[src/rtl/alu_mc.sv]
// alu_mc: registered multi-cycle ALU with a start/done handshake.
// Single-cycle ops finish on the accepting edge. MUL runs a WIDTH-iteration
// shift-add loop. R and the flags hold their values between completions.
module alu_mc #(
  parameter int WIDTH = 32
) (
  input  logic             clk,
  input  logic             rst,
  input  logic             start,
  input  logic [WIDTH-1:0] A,
  input  logic [WIDTH-1:0] B,
  input  logic [2:0]       ALU_Sel,
  output logic             busy,
  output logic             done,
  output logic [WIDTH-1:0] R,
  output logic             Zero_Flag,
  output logic             Carry_Flag,
  output logic             Overflow_Flag
);

  localparam int         CNT_W  = $clog2(WIDTH + 1);
  localparam logic [2:0] OP_ADD = 3'b000;
  localparam logic [2:0] OP_SUB = 3'b001;
  localparam logic [2:0] OP_AND = 3'b010;
  localparam logic [2:0] OP_OR  = 3'b011;
  localparam logic [2:0] OP_SLT = 3'b100;
  localparam logic [2:0] OP_XOR = 3'b101;
  localparam logic [2:0] OP_MUL = 3'b110;
  localparam logic [2:0] OP_NOR = 3'b111;

  typedef enum logic {S_IDLE, S_MUL} state_t;

  state_t               state, state_next;
  logic [CNT_W-1:0]     cnt;
  logic [2*WIDTH-1:0]   mcand, acc, acc_next;
  logic [WIDTH-1:0]     mplier;
  logic                 accept_alu, accept_mul, mul_last;
  logic [WIDTH+1:0]     alu_res;

  // Single-cycle op evaluation, packed as {carry, overflow, result}.
  function automatic logic [WIDTH+1:0] alu_eval(input logic [2:0]       op,
                                                input logic [WIDTH-1:0] a,
                                                input logic [WIDTH-1:0] b);
    logic signed [WIDTH-1:0] a_s, b_s;
    logic [WIDTH:0]          ext;
    logic [WIDTH-1:0]        r;
    logic                    c, v;
    a_s = a;
    b_s = b;
    ext = '0;
    r   = '0;
    c   = 1'b0;
    v   = 1'b0;
    case (op)
      OP_ADD: begin
        ext = {1'b0, a} + {1'b0, b};
        r   = ext[WIDTH-1:0];
        c   = ext[WIDTH];
        v   = (a[WIDTH-1] == b[WIDTH-1]) && (r[WIDTH-1] != a[WIDTH-1]);
      end
      OP_SUB: begin
        // Bit WIDTH of the widened difference is the unsigned borrow.
        ext = {1'b0, a} - {1'b0, b};
        r   = ext[WIDTH-1:0];
        c   = ext[WIDTH];
        v   = (a[WIDTH-1] != b[WIDTH-1]) && (r[WIDTH-1] != a[WIDTH-1]);
      end
      OP_AND: r = a & b;
      OP_OR:  r = a | b;
      OP_SLT: r = {{(WIDTH-1){1'b0}}, (a_s < b_s)};
      OP_XOR: r = a ^ b;
      OP_NOR: r = ~(a | b);
      default: r = '0;
    endcase
    return {c, v, r};
  endfunction

  assign alu_res  = alu_eval(ALU_Sel, A, B);
  assign acc_next = acc + (mplier[0] ? mcand : '0);
  assign busy     = (state == S_MUL);

  // State register.
  always_ff @(posedge clk) begin
    if (rst) state <= S_IDLE;
    else     state <= state_next;
  end

  // Next-state and accept/finish decode.
  always_comb begin
    state_next = state;
    accept_alu = 1'b0;
    accept_mul = 1'b0;
    mul_last   = 1'b0;
    case (state)
      S_IDLE: begin
        if (start) begin
          if (ALU_Sel == OP_MUL) begin
            accept_mul = 1'b1;
            state_next = S_MUL;
          end else begin
            accept_alu = 1'b1;
          end
        end
      end
      S_MUL: begin
        if (cnt == CNT_W'(1)) begin
          mul_last   = 1'b1;
          state_next = S_IDLE;
        end
      end
      default: state_next = S_IDLE;
    endcase
  end

  // Multiplier datapath: operand load on accept, one shift-add per cycle.
  always_ff @(posedge clk) begin
    if (accept_mul) begin
      mcand  <= {{WIDTH{1'b0}}, A};
      mplier <= B;
      acc    <= '0;
    end else if (state == S_MUL) begin
      acc    <= acc_next;
      mcand  <= mcand << 1;
      mplier <= mplier >> 1;
    end
  end

  // Iteration counter, completion pulse and result/flag registers.
  always_ff @(posedge clk) begin
    if (rst) begin
      cnt           <= '0;
      done          <= 1'b0;
      R             <= '0;
      Zero_Flag     <= 1'b0;
      Carry_Flag    <= 1'b0;
      Overflow_Flag <= 1'b0;
    end else begin
      done <= accept_alu | mul_last;
      if (accept_mul)          cnt <= CNT_W'(WIDTH);
      else if (state == S_MUL) cnt <= cnt - CNT_W'(1);
      if (accept_alu) begin
        R             <= alu_res[WIDTH-1:0];
        Zero_Flag     <= (alu_res[WIDTH-1:0] == '0);
        Carry_Flag    <= alu_res[WIDTH+1];
        Overflow_Flag <= alu_res[WIDTH];
      end else if (mul_last) begin
        R             <= acc_next[WIDTH-1:0];
        Zero_Flag     <= (acc_next[WIDTH-1:0] == '0);
        Carry_Flag    <= 1'b0;
        Overflow_Flag <= |acc_next[2*WIDTH-1:WIDTH];
      end
    end
  end

endmodule

[config.mk]
export PLATFORM = sky130hd
export DESIGN_NAME = alu_mc
export DESIGN_NICKNAME = d
export VERILOG_FILES = /design/src/rtl/alu_mc.sv
export SDC_FILE = /design/constraint.sdc
export NUM_CORES = 1
export LEC_CHECK = 0
export CORE_MARGIN = 2
export CORE_UTILIZATION = 55
export DETAILED_ROUTE_END_ITERATION = 6
export HOLD_SLACK_MARGIN = 0.03
export PLACE_DENSITY = 0.74
export SYNTH_ARGS = -nofsm -noshare
export SYNTH_HDL_FRONTEND = slang
export SYNTH_SLANG_ARGS = --single-unit
[constraint.sdc]
create_clock -name clk -period 7.65 [get_ports clk]
set_clock_uncertainty 0.15 [all_clocks]
set_input_delay 1.1475 -clock clk [delete_from_list [all_inputs] [get_ports clk]]
set_output_delay 1.1475 -clock clk [all_outputs]
set_load 0.005 [all_outputs]
### Word level (Yosys, flattened, before mapping)

Cells that the tools add are included.

| word-level totals | value |
|---|---|
| register bits | 203 |
| latch bits | 0 |
| memory bits (writable) | 0 |
| ROM bits | 0 |
| logic and storage cells | 72 |
| memories | 0 |

| cells by class | value |
|---|---|
| add/sub/neg operators | 4 |
| multipliers | 0 |
| div/mod/pow operators | 0 |
| order comparisons | 1 |
| eq/ne operators | 12 |
| shift operators | 0 |
| multiplexer cells | 28 |
| bitwise gates (word level) | 6 |
| reduce and logical (&&, ||, !) cells | 9 |

Operators by type and width:

| kind | number |
|---|---|
| case mux 32 bit (7 select lines) | 1 |
| 2-to-1 mux 32 bit | 6 |
| adder 64 bit | 1 |
| logical NOT 32 bit | 2 |
| 2-to-1 mux 64 bit | 1 |
| adder 32 x 32 -> 33 bit | 1 |
| subtractor 32 x 32 -> 33 bit | 1 |
| bitwise AND 32 bit | 1 |
| less-than comparator 32 bit | 1 |
| inverter 32 bit | 1 |
| bitwise OR 32 bit | 1 |
| OR reduction 32 bit | 1 |
| bitwise XOR 32 bit | 1 |
| 2-to-1 mux 1 bit | 15 |
| equality test 3 bit (second input constant) | 4 |
| 2-to-1 mux 6 bit | 2 |
| equality test 3 x 2 -> 1 bit (second input constant) | 2 |
| equality test 6 x 1 -> 1 bit (second input constant) | 1 |
| case mux 1 bit (2 select lines) | 3 |
| subtractor 6 x 1 -> 6 bit (second input constant) | 1 |
| nonzero test 2 bit | 2 |
| equality test 3 x 1 -> 1 bit (second input constant) | 1 |
| logical NOT 3 bit | 1 |
| inequality test 1 bit | 3 |
| 5 further kinds | 6 |

### Depth between registers and ports, before layout

Gate-level depths: netlist (run 1).

| depth | value |
|---|---|
| depth in word-level cells | 5 |
| depth in mapped cells | 17 |
| gate-level depth less buffers | 14 |

### Worst setup path after synthesis (run 1)

No wires, ideal clock.

| timing path | value |
|---|---|
| path type | input port to flip-flop |
| start | input port ALU_Sel[2] |
| end | register mcand[0] (enable) |
| library setup time | 0.418 ns |
| data arrival time | 4.079 ns |
| data required time | 7.082 ns |
| setup slack | 3.003 ns |
| stages | 9 |
| buffers on the path | 7 |
| path through | buf_6 buf_2 buf_2 buf_2 buf_2 a31oi_1 clkbuf_1 buf_1 inv_1 |

| between the ends | value |
|---|---|
| word-level cells in the longest chain between the ends | 5 |

Ends and longest elaborated chain:

| what | RTL line | source |
|---|---|---|
| start, declared | 12 | `input logic [2:0] ALU_Sel,` |
| equality test 3 bit | 97 | `if (ALU_Sel == OP_MUL) begin` |
| 2-to-1 mux 1 bit | 97 |  |
| 2-to-1 mux 1 bit | 96 | `if (start) begin` |
| 2-to-1 mux 1 bit | 94 | `case (state)` |
| nonzero test 2 bit (no line) | n/a |  |
| end signal, assigned | 118 | `mcand <= {{WIDTH{1'b0}}, A};` |
| end signal, assigned | 123 | `mcand <= mcand << 1;` |
| end, declared | 35 | `logic [2*WIDTH-1:0] mcand, acc, acc_next;` |

Every way passes these cells.
A chain may end at the register's enable or synchronous reset.

### Worst setup path in the final report (run 1)

| timing path | value |
|---|---|
| start | input port B[0] |
| end | register Zero_Flag |

| between the ends | value |
|---|---|
| word-level cells in the longest chain between the ends | 5 |
| elaborated cells on any way between the ends | 10 |

Ends and longest elaborated chain:

| what | RTL line | source |
|---|---|---|
| start, declared | 11 | `input logic [WIDTH-1:0] B,` |
| branches (longest 2 deep; another with subtractor 32 x 32 -> 33 bit) | n/a |  |
| case mux 32 bit (7 select lines) (*) | 54 | `case (op)` |
| logical NOT 32 bit (*) | 143 | `Zero_Flag <= (alu_res[WIDTH-1:0] == '0);` |
| 2-to-1 mux 1 bit (*) | 141 | `if (accept_alu) begin` |
| end signal, assigned | 143 |  |
| end signal, assigned | 148 | `Zero_Flag <= (acc_next[WIDTH-1:0] == '0);` |
| end, declared | 16 | `output logic Zero_Flag,` |

Every way passes the cells marked *.

==> results of run 1 <==
-- report_power, final --
part,internal [W],leakage [nW],switching [W]
registers,0.00120,1.72,0.0000620
logic,0.000465,6.22,0.000783
clock network,0.000890,0.499,0.000533
total,0.00256,8.44,0.00138
-- sequential cells by signal, summed over array words and instances, names as in the netlist --
name	count
acc	64
mcand	64
R	32
mplier	32
cnt	6
Carry_Flag	1
Overflow_Flag	1
Zero_Flag	1
busy	1
done	1
-- area by class of cell --
cell class | count | share of cell area
multi-input combinational | 1833 | 0.619
sequential | 203 | 0.225
timing repair buffer | 130 | 0.0590
clock buffer | 39 | 0.0398
tap | 448 | 0.0268
inverter | 118 | 0.0212
clock inverter | 11 | 0.00851
-- per-stage QoR --
step	hold slack, ps	instance area, um^2	instances	power (W)
2_1_floorplan	276	18700	2303	0.00211
3_3_place_gp	290	19900	2732	0.00248
3_5_place_dp	300	19900	2732	0.00249
4_1_cts	319	20900	2782	0.00392
5_1_grt	336	20900	2782	0.00408
6_report	315	20900	2782	0.00394
-- synthesized netlist by cell type, types with 43 or more instances --
library cell,n,area share
nor3_1,59,0.016
nor2_1,190,0.038
clkbuf_1,100,0.020
inv_1,117,0.023
xnor2_1,50,0.023
edfxtp_1,64,0.10
nand3_1,43,0.012
and2_1,77,0.026
dfxtp_1,139,0.15
a21oi_1,189,0.051
mux2_2,69,0.042
o21ai_0,129,0.035
a22o_1,82,0.038
nand2_1,164,0.033
ha_1,178,0.12
-- kinds of logic after synthesis --
kind of cell    Yosys count  share of synthesized area
compound gates          778                      0.291
xor+xnor                 89                     0.0417
fa+ha+maj               181                      0.122
buf+inv                 267                     0.0587
flops                   203                      0.252
mux                      76                     0.0453
simple gates            709                      0.189
-- layer usage --
metal / up-vias / track usage / wire (um) / share of wire
met5: - / 0 / 0 / 0
met4: 0 / 0.152 / 2990 / 0.046
met3: 185 / 0.0609 / 5130 / 0.079
met2: 881 / 0.584 / 29600 / 0.46
met1: 8827 / 0.459 / 27200 / 0.42
li1: 8611 / - / - / -
-- worst max-delay path, delay by kind of cell --
kind                     cells  cell delay (ps)
AO/OA/AOI/OAI                6             2130
multiplexers                 1              250
buffers and inverters        1              510
adder cells (fa/ha/maj)      2              690
AND/OR/NAND/NOR              4              770
-- path summary, 6_finish.rpt --
path,startpoint,end,depth (start not counted)
max,B[0],Zero_Flag,14
min,acc[44],acc[44],2
max reg2reg,mplier[0],Overflow_Flag,15
min reg2reg,acc[44],acc[44],2
==> run metrics, run 1 <==
failing checks=design-rule violations; syn_nets=2554; most frequent cells in the layout=a21oi_1, nor2_1, ha_1; Filler cells=2963; Reg area=4710 um^2; worst min path class=flop to flop; share of cells above drive strength 1=0.0844; final cell utilization of the core=0.623; Critical Path AT=5500 ps; Ports=107; grt total ovfl=0; post-route ant nets=0; WS Path Type=input pin to flop; Critical Path Max Stage Delay=510 ps; die width=188 um; CP max FO=4; Final setup viols=0; outcome=finished with violations; Core Region=33500 um^2; setup bufs post-CTS=0; CP Launch Type=input pin; crit end category=flop; CP max-delay cell=clkdlybuf4s50_1; CTS tree=built; vias per cell=6.65; Slew @ Worst Pin=1250 ps; Worst-path clk slew=60 ps; Row Count=67; DRT Wirelength=64900 um; port bufs=106; worst slack, placed=2000 ps; Setup WS post-layout=2480 ps; Multi-input gate area=12900 um^2; CP dominant cell by count=a211oi_1; post-synthesis sequential area ratio=0.252; unrepaired setup endpoints after global routing=false; relative slew slack=0.162; crit path cell chain=clkdlybuf4s50_1 > ha_1 > fa_1 > a211oi_1 > o21ai_2 > a31o_2 > a31oi_1 > nor2_1 > a211oi_1 > mux2i_1 > nand3_1 > nor4_1 > nand4_1 > o31ai_1; FF+latch count, synth=203; post_cts resized=0; peak supply drop=0.191 mV; Unique masters post-synth=104; vias in the first global route=17700; CTS Root Cell=clkbuf_16; register-to-register setup slack=2730 ps; 1st-iter DRT viols=1803; Setup TNS=0 ps; per-cell routed wire length=23.3 um; worst skew pair latency=600 ps; Diodes inserted=0; initial antenna violation count=1; commonest non-fill, non-tap cell in the layout=a21oi_1; Mapped Area=18700 um^2; nets=2564; Num CTS Buffers=27; die area=35500 um^2; Final Max Tran Viols=0; worst endpoint required time=7980 ps; routability cong.=1.01; crit share post-route=0.676; hpwl dp=49000 um; Mapped Cells=2303; top_reg_cell synth=dfxtp_1; Fin. Hold Viols=0; CTS max path bufs=3; P&R area growth vs syn=11.7%; Pwr Density=188 nW/um^2; async set-or-reset flop fraction in the synthesized netlist=0; syn avg cell area=8.12 um^2; CTS sink cnt=203; minimum clock period=5170 ps; drt pass-1 iters=7; initial cell density of the core=0.558; Static Leak=8.44 nW; CTS HTree Levels=1; die height=188 um; total track usage=0.355; synth warn=0; drt drc=4; vias post-DR=18500; largest net degree at the start of global routing=65; Max Clk Rate=0.193 GHz; Post-synth EDFFs=64; Max-cap violations=0; first-pass GRT wire length=100000 um; cts hold-fix bufs=0
Note: power is estimated with default switching activity, not from simulation.
==> inputs of run 2 (changes only) <==
clock period = 4.81 ns   (was 7.65 ns; I/O delays follow)
==> run metrics, run 2 (synthesis results as in run 1) <==
crit share post-route=0.974; CTS tree=built; DRT Wirelength=68300 um (+5.2%); minimum clock period=4690 ps; initial antenna violation count=2 (+1); Setup WS post-layout=124 ps (-2350 ps); Critical Path Max Stage Delay=540 ps (+30 ps); hold depth=2 (unchanged); Ports=107 (unchanged); drt pass-1 iters=7 (unchanged); Area after DPL=21300 um^2 (+7.0%); Worst path depth=14 (unchanged); Critical Path AT=5000 ps (-500 ps); initial cell density of the core=0.558 (unchanged); die height=188 um (unchanged); Core Region=33500 um^2 (unchanged); CTS sink cnt=203 (unchanged); Final Max Tran Viols=0 (unchanged); CP max-delay cell=a2111oi_2; Max-cap violations=0 (unchanged); Fin. Hold Viols=0 (unchanged); Setup TNS=0 ps (unchanged); cts hold-fix bufs=0 (unchanged); Worst-path clk slew=70 ps (about the same); critical path buffer and inverter count=1 (unchanged); largest net degree at the start of global routing=98 (+51%); Static Leak=9.24 nW (+9.4%); setup bufs post-CTS=0 (unchanged); first-pass GRT wire length=106000 um (+5.8%); total track usage=0.375 (+0.0206); P&R area growth vs syn=18.3%; biggest regs=acc x64, mcand x64; post-route ant nets=0 (unchanged); WS Path Type=flop to flop; outcome=finished with violations; CTS max path bufs=3 (unchanged); vias per cell=6.55 (-1.5%); worst skew pair latency=580 ps (-20 ps); worst endpoint required time=5120 ps (-2860 ps); CP Launch Type=flop; per-cell routed wire length=23.1 um (-1.2%); grt total ovfl=0 (unchanged); worst slack, placed=-80.6 ps (-2080 ps); unrepaired setup endpoints after global routing=false; nets=2744 (+7.0%); die width=188 um (unchanged); total power=0.00616 W (+56%); drt drc=8 (+4); commonest non-fill, non-tap cell in the layout=buf_4; CTS Root Cell=clkbuf_16; Pwr Density=278 nW/um^2 (+48%); Num CTS Buffers=25 (-7.4%); most frequent cells in the layout=buf_4, a21oi_1, nor2_1; die area=35500 um^2 (unchanged); CTS HTree Levels=1 (unchanged); crit end category=flop; share of cells above drive strength 1=0.149 (+0.0645); 1st-iter DRT viols=1939 (+7.5%); Row Count=67 (unchanged); Worst R2R Path Depth=14 (-1); relative slew slack=0.303 (+0.141); crit path cell chain=buf_4 > and2_1 > ha_1 > nand2_1 > o21ai_0 > o211ai_1 > nor2_1 > o21ai_0 > a21oi_1 > o221ai_1 > a2111oi_2 > nand4_1 > nor4_1 > a21oi_1; failing checks=design-rule violations; hpwl dp=52600 um (+7.2%); Max Clk Rate=0.213 GHz; Final setup viols=0 (unchanged); CP max FO=35 (+31); worst min path class=flop to flop; delay-heaviest family, CP=compound AO/OA/AOI/OAI gates; routability cong.=1.03 (+1.7%); Design Area, Final=22100 um^2 (+5.9%); port bufs=106 (unchanged); Slew @ Worst Pin=1050 ps (-207 ps); peak supply drop=0.274 mV (+43%); vias post-DR=19400 (+4.8%); vias in the first global route=19000 (+7.2%)
## run 2: changes by cell type in the layout (fill, tap and decap cells not counted), sizes merged
cell      change
buf         +182
diode         +1
clkinvlp      +3
clkbuf        -7
clkinv        +2
bufinv        -2
## run 2: what timing repair did
action,CTS,global route
hold endpoints to repair,0,0
gates resized for setup,0,5
setup endpoints to repair,0,1
## run 2: per-stage QoR
stage | util | hold slack [ps] | cells
3_3_place_gp | 0.634 | 291 | 2914
4_1_cts | 0.659 | 315 | 2960
6_report | 0.660 | 313 | 2961
3_5_place_dp | 0.634 | 304 | 2914
5_1_grt | 0.660 | 333 | 2960
2_1_floorplan | - | 276 | 2303
## run 2: cell type report
class	instances	area (um^2)
Antenna cell	1	2.50
Multi-Input combinational cell	1833	13000
Timing Repair Buffer	312	2620
Clock buffer	32	683
Tap cell	448	561
Inverter	118	443
Clock inverter	14	150
Sequential cell	203	4710
Fill cell	2884	11400
## run 2: routing by layer
layer | GRT usage | up-vias | part of all wire
met5 | 0 | - | 0
met4 | 0.180 | 0 | 0.055
met3 | 0.0618 | 233 | 0.082
met2 | 0.621 | 1002 | 0.46
met1 | 0.477 | 9221 | 0.41
li1 | - | 8938 | -
## run 2: final timing paths
path,start,end,slack (ps)
min,acc[37],acc[37],310
max,mplier[0],Overflow_Flag,120
min reg2reg,acc[37],acc[37],310
max reg2reg,mplier[0],Overflow_Flag,120
## run 2: where the power goes
group          internal (W)  total, W  leakage (nW)  switching (W)
clock network       0.00112   0.00197         0.396       0.000846
logic              0.000883   0.00218          7.12        0.00130
registers           0.00191   0.00201          1.72      0.0000964
total               0.00392   0.00616          9.24        0.00224
## run 2: worst reg2reg max path, cell delays in order, from the launching register on
cell and delay (ps):
edfxtp_1 430, buf_4 260, and2_1 200, ha_1 440
nand2_1 120, o21ai_0 410, o211ai_1 170, nor2_1 440
o21ai_0 260, a21oi_1 240, o221ai_1 250, a2111oi_2 540
nand4_1 190, nor4_1 350, a21oi_1 100
==> inputs of run 3 (changes only) <==
SKIP_LAST_GASP = 1   (was not set)
==> results of run 3 <==
Final layout, timing and power as in run 2 (identical DEF).
